File: src/rtl/cory_dist_mask_pkg.sv
// Shared definitions for the cory_dist_mask distributor.
// Holds the lane-slice macro, the clog2 helper used for counter and pointer widths,
// and the depth value that selects lockstep mode.
`ifndef CORY_DIST_MASK_PKG_SV
`define CORY_DIST_MASK_PKG_SV

// Lane j of a packed N*W bus: use as bus[`CORY_LANE_SLICE(j, W)]
`define CORY_LANE_SLICE(j, w) ((j)*(w)) +: (w)

package cory_dist_mask_pkg;

   // Depth value that selects the unbuffered lockstep datapath
   localparam int CORY_DIST_LOCKSTEP = 0;

   // ceil(log2(v)); clog2(1) = 0. The bound stops before 1<<31 turns negative.
   function automatic int clog2(input int v);
      int r;
      r = 0;
      for (int i = 0; i < 31; i++) begin
         if ((1 << i) < v) r = i + 1;
      end
      return r;
   endfunction

endpackage

`endif

File: src/rtl/cory_dist_mask_if.sv
// Handshake bundle between a producer, the distributor and N lane consumers.
// Signals: i_a_v/i_a_d/i_a_m/o_a_r (input side), o_zx_v/o_zx_d/i_zx_r (lanes),
// and o_busy (status). master = producer/consumer side, slave = distributor.
interface cory_dist_mask_if #(
   parameter int N = 8,
   parameter int W = 8
);
   logic           i_a_v;
   logic [W-1:0]   i_a_d;
   logic [N-1:0]   i_a_m;
   logic           o_a_r;
   logic [N-1:0]   o_zx_v;
   logic [N*W-1:0] o_zx_d;
   logic [N-1:0]   i_zx_r;
   logic           o_busy;

   modport master (
      output i_a_v, i_a_d, i_a_m, i_zx_r,
      input  o_a_r, o_zx_v, o_zx_d, o_busy
   );

   modport slave (
      input  i_a_v, i_a_d, i_a_m, i_zx_r,
      output o_a_r, o_zx_v, o_zx_d, o_busy
   );
endinterface

File: src/rtl/cory_dist_lane.sv
// One lane buffer: D-entry FIFO with occupancy count, full/empty flags and head data.
// Latency: a pushed item is visible at head the cycle after the push.
// Backpressure: the caller must not push while full nor pop while empty.
// Ports: push/push_d write side, pop read side, full/empty/head status.
module cory_dist_lane
   import cory_dist_mask_pkg::*;
#(
   parameter int W = 8,
   parameter int D = 2
) (
   input  logic         clk,
   input  logic         reset_n,
   input  logic         push,
   input  logic [W-1:0] push_d,
   input  logic         pop,
   output logic         full,
   output logic         empty,
   output logic [W-1:0] head
);
   localparam int CW = clog2(D + 1);
   localparam int PW = (D > 1) ? clog2(D) : 1;

   logic [W-1:0]  mem [D];
   logic [PW-1:0] rd_ptr;
   logic [PW-1:0] wr_ptr;
   logic [CW-1:0] cnt;

   // Pointers wrap at D explicitly so non-power-of-two depths work
   function automatic logic [PW-1:0] bump(input logic [PW-1:0] p);
      return (p == PW'(D - 1)) ? '0 : p + PW'(1);
   endfunction

   assign full  = (cnt == CW'(D));
   assign empty = (cnt == '0);
   assign head  = mem[rd_ptr];

   always_ff @(posedge clk or negedge reset_n) begin
      if (!reset_n) begin
         cnt    <= '0;
         rd_ptr <= '0;
         wr_ptr <= '0;
      end else begin
         if (push) wr_ptr <= bump(wr_ptr);
         if (pop)  rd_ptr <= bump(rd_ptr);
         // Simultaneous push and pop leaves the count unchanged
         if (push && !pop)      cnt <= cnt + CW'(1);
         else if (pop && !push) cnt <= cnt - CW'(1);
      end
   end

   // Storage needs no reset: entries are only observed when cnt says valid
   always_ff @(posedge clk) begin
      if (push) mem[wr_ptr] <= push_d;
   end

`ifdef CORY_MON
   a_no_overflow:  assert property (@(posedge clk) disable iff (!reset_n) !(push && full));
   a_no_underflow: assert property (@(posedge clk) disable iff (!reset_n) !(pop && empty));
`endif
endmodule

File: src/rtl/cory_dist_mask.sv
// Distributes one input transaction (data + lane mask) to any subset of N lanes.
// Latency: D=0 combinational pass-through; D>=1 one cycle through a per-lane FIFO.
// Backpressure: D=0 holds the input until every selected lane accepted; D>=1 stalls
// only while a selected lane buffer is full.
// Ports: clk, reset_n (async, active-low), bus (slave modport of cory_dist_mask_if).
module cory_dist_mask
   import cory_dist_mask_pkg::*;
#(
   parameter int N = 8,
   parameter int W = 8,
   parameter int D = 0
) (
   input logic              clk,
   input logic              reset_n,
   cory_dist_mask_if.slave  bus
);

   if (D == CORY_DIST_LOCKSTEP) begin : g_lockstep
      // hold[j]: lane j already took the current transaction
      logic [N-1:0] hold;
      logic [N-1:0] done;

      // reset_n gates valid so lanes go quiet the instant reset asserts
      assign bus.o_zx_v = {N{bus.i_a_v & reset_n}} & bus.i_a_m & ~hold;
      assign done       = (bus.o_zx_v & bus.i_zx_r) | hold;
      assign bus.o_a_r  = &(done | ~bus.i_a_m);
      assign bus.o_busy = |hold;

      for (genvar j = 0; j < N; j++) begin : g_dat
         assign bus.o_zx_d[`CORY_LANE_SLICE(j, W)] = bus.i_a_d;
      end

      always_ff @(posedge clk or negedge reset_n) begin
         if (!reset_n)                    hold <= '0;
         else if (bus.i_a_v && bus.o_a_r) hold <= '0;
         else                             hold <= done;
      end
   end else begin : g_buffered
      logic [N-1:0] full;
      logic [N-1:0] empty;
      logic         xfer;

      // Full is the pre-pop state: a lane draining this cycle still refuses input
      assign bus.o_a_r  = &(~bus.i_a_m | ~full);
      assign xfer       = bus.i_a_v & bus.o_a_r;
      assign bus.o_zx_v = ~empty;
      assign bus.o_busy = |(~empty);

      for (genvar j = 0; j < N; j++) begin : g_lane
         cory_dist_lane #(
            .W (W),
            .D (D)
         ) u_lane (
            .clk     (clk),
            .reset_n (reset_n),
            .push    (xfer & bus.i_a_m[j]),
            .push_d  (bus.i_a_d),
            .pop     (bus.o_zx_v[j] & bus.i_zx_r[j]),
            .full    (full[j]),
            .empty   (empty[j]),
            .head    (bus.o_zx_d[`CORY_LANE_SLICE(j, W)])
         );
      end
   end

`ifdef CORY_MON
   for (genvar j = 0; j < N; j++) begin : g_mon
      cory_monitor #(.W(W)) u_mon (
         .clk     (clk),
         .reset_n (reset_n),
         .v       (bus.o_zx_v[j]),
         .r       (bus.i_zx_r[j]),
         .d       (bus.o_zx_d[`CORY_LANE_SLICE(j, W)])
      );
   end

   a_in_stable: assert property (@(posedge clk) disable iff (!reset_n)
      (bus.i_a_v && !bus.o_a_r) |=> ($stable(bus.i_a_d) && $stable(bus.i_a_m)));
`endif
endmodule
File: src/flat_wrapper.sv
// flat-port wrapper written by rule: the top's interface ports become plain ports
module cory_dist_mask_flat import cory_dist_mask_pkg::*;
#(
   parameter int N = 8,
   parameter int W = 8,
   parameter int D = 0
)
  (clk, reset_n, bus_i_a_v, bus_i_a_d, bus_i_a_m, bus_i_zx_r, bus_o_a_r, bus_o_zx_v, bus_o_zx_d, bus_o_busy);
  cory_dist_mask_if #(.N(N), .W(W)) bus_i ();
  input logic clk;
  input logic reset_n;
  input wire logic [$bits(bus_i.i_a_v)-1:0] bus_i_a_v;
  input wire logic [$bits(bus_i.i_a_d)-1:0] bus_i_a_d;
  input wire logic [$bits(bus_i.i_a_m)-1:0] bus_i_a_m;
  input wire logic [$bits(bus_i.i_zx_r)-1:0] bus_i_zx_r;
  output wire logic [$bits(bus_i.o_a_r)-1:0] bus_o_a_r;
  output wire logic [$bits(bus_i.o_zx_v)-1:0] bus_o_zx_v;
  output wire logic [$bits(bus_i.o_zx_d)-1:0] bus_o_zx_d;
  output wire logic [$bits(bus_i.o_busy)-1:0] bus_o_busy;
  assign bus_i.i_a_v = bus_i_a_v;
  assign bus_i.i_a_d = bus_i_a_d;
  assign bus_i.i_a_m = bus_i_a_m;
  assign bus_i.i_zx_r = bus_i_zx_r;
  assign bus_o_a_r = bus_i.o_a_r;
  assign bus_o_zx_v = bus_i.o_zx_v;
  assign bus_o_zx_d = bus_i.o_zx_d;
  assign bus_o_busy = bus_i.o_busy;
  cory_dist_mask #(.N(N), .W(W), .D(D)) u_core (.clk(clk), .reset_n(reset_n), .bus(bus_i));
endmodule
File: config.mk
export PLATFORM = sky130hd
export DESIGN_NAME = cory_dist_mask_flat
export DESIGN_NICKNAME = d
export VERILOG_FILES = /design/src/rtl/cory_dist_mask_pkg.sv /design/src/rtl/cory_dist_mask_if.sv /design/src/rtl/cory_dist_lane.sv /design/src/rtl/cory_dist_mask.sv /design/src/flat_wrapper.sv
export SDC_FILE = /design/constraint.sdc
export NUM_CORES = 1
export LEC_CHECK = 0
export CAP_MARGIN = 15
export CORE_ASPECT_RATIO = 1.75
export CORE_MARGIN = 1.5
export CORE_UTILIZATION = 27
export CTS_CLUSTER_DIAMETER = 30
export DETAILED_ROUTE_END_ITERATION = 7
export HOLD_SLACK_MARGIN = 0.15
export PLACE_DENSITY = 0.86
export SYNTH_ARGS = -nofsm -noshare
export SYNTH_HDL_FRONTEND = slang
export SYNTH_SLANG_ARGS = --single-unit
File: constraint.sdc
create_clock -name clk -period 1.5 [get_ports clk]
set_clock_uncertainty 0.2 [all_clocks]
set_input_delay 0.3 -clock clk [delete_from_list [all_inputs] [get_ports clk]]
set_output_delay 0.3 -clock clk [all_outputs]
set_load 0.01 [all_outputs]
== Yosys cells after proc, flatten, opt, wreduce, memory -nomap -nowiden ==
Index checks and enable logic that the tools add are counted.

* Bits in registers: 8
* Logic and storage cells: 13

* Multiplexer cells: 1
* Bitwise logic cells: 8
* Reduce and logical (&&, ||, !) cells: 3

{| class="wikitable"
|+ Operators with widths
! kind !! number
|-
| $and A8 B8 Y8 || 3
|-
| $not A8 Y8 || 2
|-
| $or A8 B8 Y8 || 2
|-
| $mux W8 || 1
|-
| $reduce_and A8 Y1 || 1
|-
| $reduce_or A8 Y1 || 1
|-
| $and A1 B1 Y1 || 1
|-
| $logic_and A1 B1 Y1 || 1
|}

== Logic depth before layout (Yosys ltp) ==
Gate-level depths: netlist of the first run.

* Depth in word-level cells: 9
* Depth in mapped cells: 7
* Depth with buffers taken out: 4

== Worst setup path after synthesis of the first run ==
Ideal clock, no wire load.

* Path kind: input to output
* From: input reset_n
* To: output bus_o_zx_v[0]
* Arrival time: 1.119 ns
* Data required time: 1.000 ns
* Slack: -0.119 ns
* Stages on the path: 5
* Buffers on the path: 3
* Cells stage by stage: buf_4 and2_2 clkbuf_2 buf_2 and3_1

* Longest elaborated chain between the ends: 3

{| class="wikitable"
|+ RTL lines
! element !! line !! text
|-
| start: declaration || flat_wrapper.sv:11 || <nowiki>input logic reset_n;</nowiki>
|-
| $and A1 B1 Y1 || cory_dist_mask.sv:24 || <nowiki>assign bus.o_zx_v = {N{bus.i_a_v & reset_n}} & bus.i_a_m & ~hold;</nowiki>
|-
| $and A8 B8 Y8 (2 in a row) || cory_dist_mask.sv:24 ||
|-
| end: declaration || flat_wrapper.sv:17 || <nowiki>output wire logic [$bits(bus_i.o_zx_v)-1:0] bus_o_zx_v;</nowiki>
|}

Every way passes these cells.

== Final worst setup path of the first run ==
* From: register u_core.g_lockstep.hold[5]
* To: output bus_o_a_r

* Longest elaborated chain between the ends: 6

{| class="wikitable"
|+ RTL lines
! element !! line !! text
|-
| start: declaration || cory_dist_mask.sv:20 || <nowiki>logic [N-1:0] hold;</nowiki>
|-
| start signal: assignment || cory_dist_mask.sv:36 || <nowiki>else hold <= done;</nowiki>
|-
| $not A8 Y8 || cory_dist_mask.sv:24 ||
|-
| $and A8 B8 Y8 || cory_dist_mask.sv:24 ||
|-
| $and A8 B8 Y8 || cory_dist_mask.sv:25 || <nowiki>assign done = (bus.o_zx_v & bus.i_zx_r) | hold;</nowiki>
|-
| $or A8 B8 Y8 * || cory_dist_mask.sv:25 ||
|-
| $or A8 B8 Y8 * || cory_dist_mask.sv:26 || <nowiki>assign bus.o_a_r = &(done | ~bus.i_a_m);</nowiki>
|-
| $reduce_and A8 Y1 * || cory_dist_mask.sv:26 ||
|-
| end: declaration || flat_wrapper.sv:16 || <nowiki>output wire logic [$bits(bus_i.o_a_r)-1:0] bus_o_a_r;</nowiki>
|}

Every way passes the cells marked *; elsewhere a longest branch is shown, timed or not.

==> results.yml, run 1 <==
grt:
  first_global_vias: 926
  grt_first_pass_wirelength_um: 4595
  largest_net_degree_at_the_start_of_global_routing: 9
  grt_remaining_overflow: 0
  grt.total_usage_pct: 14.56
  grt_antenna_before_repair: 0
sta:
  tightestPinTransition_ns: 0.2837
  drv_slew: 0
  slew_headroom_pct: 80.93
  final_critical_path_setup_slack_ns: -0.3102
  hold_violations: 0
  hold-worst-slack_ns: 0.1791
  period_minus_slack_ns: 1.810
  setup_viol_count_final: 17
  rsz_0062_raised_after_global_routing: "yes"
  max_freq_ghz: 0.5524
  post-route-period-util_pct: 120.7
route:
  first_pass_iters: 4
  routed_wirelength_um: 2900
  drt.antenna.violating_nets: 0
  routed-via-count: 845
  route.detailed.drc: 0
  drt-initial-drc-count: 26
  via_per_inst: 4.801
  routedWlPerCell_um: 16.48
floorplanning:
  floorplan.die_area_um2: 4237
  initial_utilization_pct: 28.30
  die_h_um: 85.00
  io_pins: 101
  row_count: 29
  core_region_area_um2: 3665
  die_x_um: 49.86
logic_synthesis:
  post_synth_instance_area_um2: 1037
  synth-seq-cells: 8
  avgSynthCellArea_um2: 7.918
  synth.yosys.warnings: 0
  synth.distinct_cells: 19
  ys_seq_area_share_pct: 19.30
  synth.net_count: 158
  postSynthCellCount: 131
placement:
  port_buffers: 28
  detailed_place_hpwl_um: 1794
  place_inst: 156
  finalWeightedCongestion: 0.7827
clock_network:
  clk-insertion-delay-late_ns: 0.23
  ctsRootBufferMaster: "sky130_fd_sc_hd__clkbuf_8"
  deepest_clock_path_buffer_count: 2
  tritoncts: "done"
  cts_buffer_count: 3
  cts.clk_slew.worst_paths_ns: 0.04
  cts_sinks: 8
  htree_num_levels: 1
worst_hold_path:
  min_to: "u_core.g_lockstep.hold[1]"
  hold_path_depth: 3
  worstHoldStart: "bus_i_a_v"
  hold_path_class: "input pin to flop"
cells_and_area:
  mostFrequentLayoutCells: "23 x sky130_fd_sc_hd__buf_4, 14 x sky130_fd_sc_hd__dlygate4sd2_1, 11 x sky130_fd_sc_hd__buf_6"
  layout-drive-gt1-share_pct: 66.15
  top_regs: "u_core.g_lockstep.hold: 8 flops"
  layout.cells.most_common: "sky130_fd_sc_hd__buf_4"
  finalCoreUtilization_pct: 36.91
  max_flop_register: "u_core.g_lockstep.hold"
  antenna_cells: 0
  final_net_count: 159
  instances_no_fill: 176
  largest_reg_flops: 8
  syn_to_final_growth_pct: 30.40
pwr:
  worst_supply_voltage_drop_on_vdd_mv: 0.5365
  leakage_nw: 0.6045
  power_density_nw_per_um2: 1276
run_status:
  result_of_the_run: "finished with violations"
  failed_checks: "negative setup slack"
setup_path:
  r2r_cells: 7
  crit_path_end_kind: "output pin"
  r2r-start: "u_core.g_lockstep.hold[6]"
  worstReg2RegEnd: "u_core.g_lockstep.hold[3]"
  worst_ep_arrival_time_ns: 1.31
  worstSetupStartpointType: "flop"
  cp_max_fo: 3
  timing.critical_path.required_ns: 1.00
  worstSetupPathType: "flop to output pin"
  reg2reg_setup_slack_ns: -0.09
job:
  timing.max_cap.violations: 0
## cell usage after synthesis
master                      n  area, µm²
sky130_fd_sc_hd__and3_1     4      25.02
sky130_fd_sc_hd__a21oi_1    6      30.03
sky130_fd_sc_hd__nand3_1    8      40.04
sky130_fd_sc_hd__dfrtp_1    8      200.2
sky130_fd_sc_hd__nor4_1     2      12.51
sky130_fd_sc_hd__inv_1      4      15.01
sky130_fd_sc_hd__buf_4     66      495.5
sky130_fd_sc_hd__nor2_1     4      15.01
sky130_fd_sc_hd__and2_2     1      7.510
sky130_fd_sc_hd__buf_2      1      5.000
sky130_fd_sc_hd__and4_1     1      8.760
sky130_fd_sc_hd__nand2_1    5      18.77
sky130_fd_sc_hd__nor2b_1    4      25.02
sky130_fd_sc_hd__a32oi_1    4      35.03
sky130_fd_sc_hd__clkbuf_2   1      5.000
sky130_fd_sc_hd__buf_12     1      20.02
sky130_fd_sc_hd__a31oi_1    8      50.05
sky130_fd_sc_hd__a21oi_2    2      17.52
sky130_fd_sc_hd__buf_6      1      11.26
## cell families (layout without fill, tap and decap cells)
| group | Yosys count | after routing | synth area share [%] |
|---|---|---|---|
| buffers and inverters | 74 | 72 | 53.20 |
| AND/OR/NAND/NOR | 29 | 30 | 14.72 |
| AO/OA/AOI/OAI | 20 | 20 | 12.79 |
| flip-flops | 8 | 8 | 19.30 |
## power breakdown
group	switching, mW	total [mW]	internal, mW
registers	0.101	0.430	0.329
logic	0.448	1.03	0.583
clock network	0.0908	0.265	0.174
total	0.640	1.73	1.09
## worst max path at each step
| stage | to | startpoint | slack [ns] | cells after the start |
|---|---|---|---|---|
| final | bus_o_a_r | u_core.g_lockstep.hold[5] | -0.31 | 4 |
| after global routing | bus_o_a_r | u_core.g_lockstep.hold[4] | -0.36 | 4 |
| after CTS | bus_o_a_r | u_core.g_lockstep.hold[5] | -0.28 | 4 |
| after detailed placement | bus_o_a_r | reset_n | -1.13 | 6 |
| after global placement | bus_o_a_r | bus_i_a_v | -1.14 | 6 |
| after floorplan | bus_o_a_r | bus_i_a_v | -0.01 | 6 |
## through the flow
stage / power [mW] / setup WS, ns / setup TNS [ns] / area (µm²)
2_1_floorplan: 0.9047 / -0.01265 / -0.01265 / 1105
3_3_place_gp: 1.122 / -1.140 / -14.09 / 1062
3_5_place_dp: 1.136 / -1.134 / -14.10 / 1062
4_1_cts: 1.523 / -0.2803 / -1.067 / 1281
5_1_grt: 1.831 / -0.3631 / -2.348 / 1353
6_report: 1.726 / -0.3102 / -1.679 / 1353
## area by class of cell
cell class	count	area [µm²]
fill	348	2312
clock buffer	3	41.29
inverter	4	15.01
sequential	8	200.2
multi-input combinational	50	414.1
timing repair buffer	65	624.3
tap	46	57.56
## what timing repair did
item	4_1_cts	5_1_grt
setup endpoints to repair	18	18
hold buffers	2	0
pin swaps	8	15
cloned	3	0
setup buffers	10	2
hold endpoints to repair	8	0
gates resized for setup	93	19
## per-layer routing
metal / global-route usage, % / share of wire, % / up-vias
li1: - / - / 378
met1: 13.77 / 32 / 379
met2: 24.12 / 49 / 36
met3: 1.761 / 8.9 / 52
met4: 17.68 / 10 / 0
met5: 0 / 0 / -
## worst max-delay path, cell delays in order, from the launching register on
cell and delay, ns:
sky130_fd_sc_hd__dfrtp_1 0.40, sky130_fd_sc_hd__nor2b_2 0.07, sky130_fd_sc_hd__a32oi_2 0.19, sky130_fd_sc_hd__and4_1 0.27
sky130_fd_sc_hd__buf_2 0.15
Note: power is estimated with default switching activity, not from simulation.
==> run 2, diff against run 1 <==
SKIP_CTS_REPAIR_TIMING = 1   (was unset)
==> results.yml, run 2 (synthesis results as in run 1) <==
setup_path:
  worstSetupPathType: "flop to output pin"
  critical_path.cell_chain: "inv_2 > a32oi_1 > and4_4 > buf_2"
  r2r-start: "u_core.g_lockstep.hold[4]"
  cp_max_fo: 3
  worst_ep_arrival_time_ns: 1.32
  timing.critical_path.required_ns: 1.00
  critical-path-slowest-cell: "sky130_fd_sc_hd__dfrtp_1"
  crit_path_end_kind: "output pin"
  worstSetupStartpointType: "flop"
  timing.critical_path.from: "u_core.g_lockstep.hold[4]"
  crit_path_max_incr_delay_ns: 0.39
floorplanning:
  io_pins: 101
  initial_utilization_pct: 28.30
  die_h_um: 85.00
  row_count: 29
  core_region_area_um2: 3665
  floorplan.die_area_um2: 4237
  die_x_um: 49.86
cells_and_area:
  max_flop_register: "u_core.g_lockstep.hold"
  post-route-cell-area_um2: 1415
  largest_reg_flops: 8
  finalCoreUtilization_pct: 38.61
  layout-drive-gt1-share_pct: 65.12
  layout.cells.most_common: "sky130_fd_sc_hd__buf_4"
  antenna_cells: 0
  mostFrequentLayoutCells: "23 x sky130_fd_sc_hd__buf_4, 16 x sky130_fd_sc_hd__dlymetal6s2s_1, 13 x sky130_fd_sc_hd__buf_6"
  syn_to_final_growth_pct: 36.43
  final_net_count: 158
  top_regs: "u_core.g_lockstep.hold: 8 flops"
pwr:
  power_density_nw_per_um2: 1232
  leakage_nw: 0.7275
  power.total_mw: 1.743
  worst_supply_voltage_drop_on_vdd_mv: 0.6227
grt:
  grt_first_pass_wirelength_um: 3739
  first_global_vias: 805
  gr-usage-met3_pct: 0.8803
  grt_remaining_overflow: 0
  grt_antenna_before_repair: 0
  grt.total_usage_pct: 11.61
  grt_use_met1_pct: 11.48
  largest_net_degree_at_the_start_of_global_routing: 16
  globalRoute.busiestLayer: "met2"
  grt.met2_usage_pct: 18.30
route:
  drt.antenna.violating_nets: 0
  via_per_inst: 4.943
  drt-initial-drc-count: 19
  first_pass_iters: 4
  routed-via-count: 865
  routed_wirelength_um: 2978
  routedWlPerCell_um: 17.02
  route.detailed.drc: 0
placement:
  post-place-ws_ns: -1.134
  detailed_place_hpwl_um: 1794
  place_area_um2: 1062
  port_buffers: 28
  finalWeightedCongestion: 0.7827
sta:
  rsz_0062_raised_after_global_routing: "yes"
  hold_violations: 0
  final_critical_path_setup_slack_ns: -0.3152
  post-route-period-util_pct: 121.0
  hold-worst-slack_ns: 0.1913
  setup_viol_count_final: 16
  period_minus_slack_ns: 1.815
  slew_headroom_pct: 81.61
  tightestPinTransition_ns: 0.2736
  drv_slew: 0
  max_freq_ghz: 0.5509
clock_network:
  clk-insertion-delay-late_ns: 0.23
  cts_sinks: 8
  ctsRootBufferMaster: "sky130_fd_sc_hd__clkbuf_8"
  cts.clk_slew.worst_paths_ns: 0.04
  tritoncts: "done"
  cts_buffer_count: 3
  deepest_clock_path_buffer_count: 2
  htree_num_levels: 1
worst_hold_path:
  worstHoldStart: "bus_i_a_v"
  hold_path_class: "input pin to flop"
run_status:
  failed_checks: "negative setup slack"
  result_of_the_run: "finished with violations"
job:
  timing.max_cap.violations: 0
[run 2: cell count changes in the layout (fill, tap and decap cells not counted), moves of 4 or more]
cell / before / now
sky130_fd_sc_hd__nand3_2: 2 / 6
sky130_fd_sc_hd__nand3_1: 6 / 2
sky130_fd_sc_hd__dlymetal6s2s_1: 0 / 16
sky130_fd_sc_hd__dlygate4sd2_1: 14 / 0
[run 2: layer usage]
metal,vias up,part of all wire [%]
li1,373,-
met1,409,33
met2,34,50
met3,49,8.0
met4,0,8.4
met5,-,0
[run 2: final timing paths]
path / depth (start not counted) / to / slack, ns
setup / recovery: 4 / bus_o_a_r / -0.32
hold / removal: 3 / u_core.g_lockstep.hold[1] / 0.19
setup reg to reg: 6 / u_core.g_lockstep.hold[2] / -0.10
hold reg to reg: 2 / u_core.g_lockstep.hold[2] / 0.43
max in group asynchronous: 5 / u_core.g_lockstep.hold[3] / 0.29
min in group asynchronous: 3 / u_core.g_lockstep.hold[7] / 0.39
[run 2: cell type report]
cell class,instances,area (µm²)
tap,46,57.56
clock buffer,3,41.29
inverter,4,15.01
fill,342,2250
multi-input combinational,50,426.7
sequential,8,200.2
timing repair buffer,64,674.4
[run 2: power by group]
group	leakage [nW]	internal, mW	switching (mW)	total, mW
Sequential	0.0942	0.329	0.105	0.434
Clock	0.0216	0.174	0.0914	0.266
Combinational	0.612	0.599	0.445	1.04
[run 2: critical path: cells and delay by family (launching register included)]
kind            cells  cell delay (ns)
buf+inv             2             0.18
flops               1             0.39
compound gates      1             0.25
simple gates        1             0.27
[run 2: stage by stage]
stage / instances / setup TNS (ns)
floorplan: 131 / -0.01265
global placement: 156 / -14.09
detailed placement: 156 / -14.10
CTS: 159 / -12.55
global route: 175 / -2.361
finish: 175 / -1.830
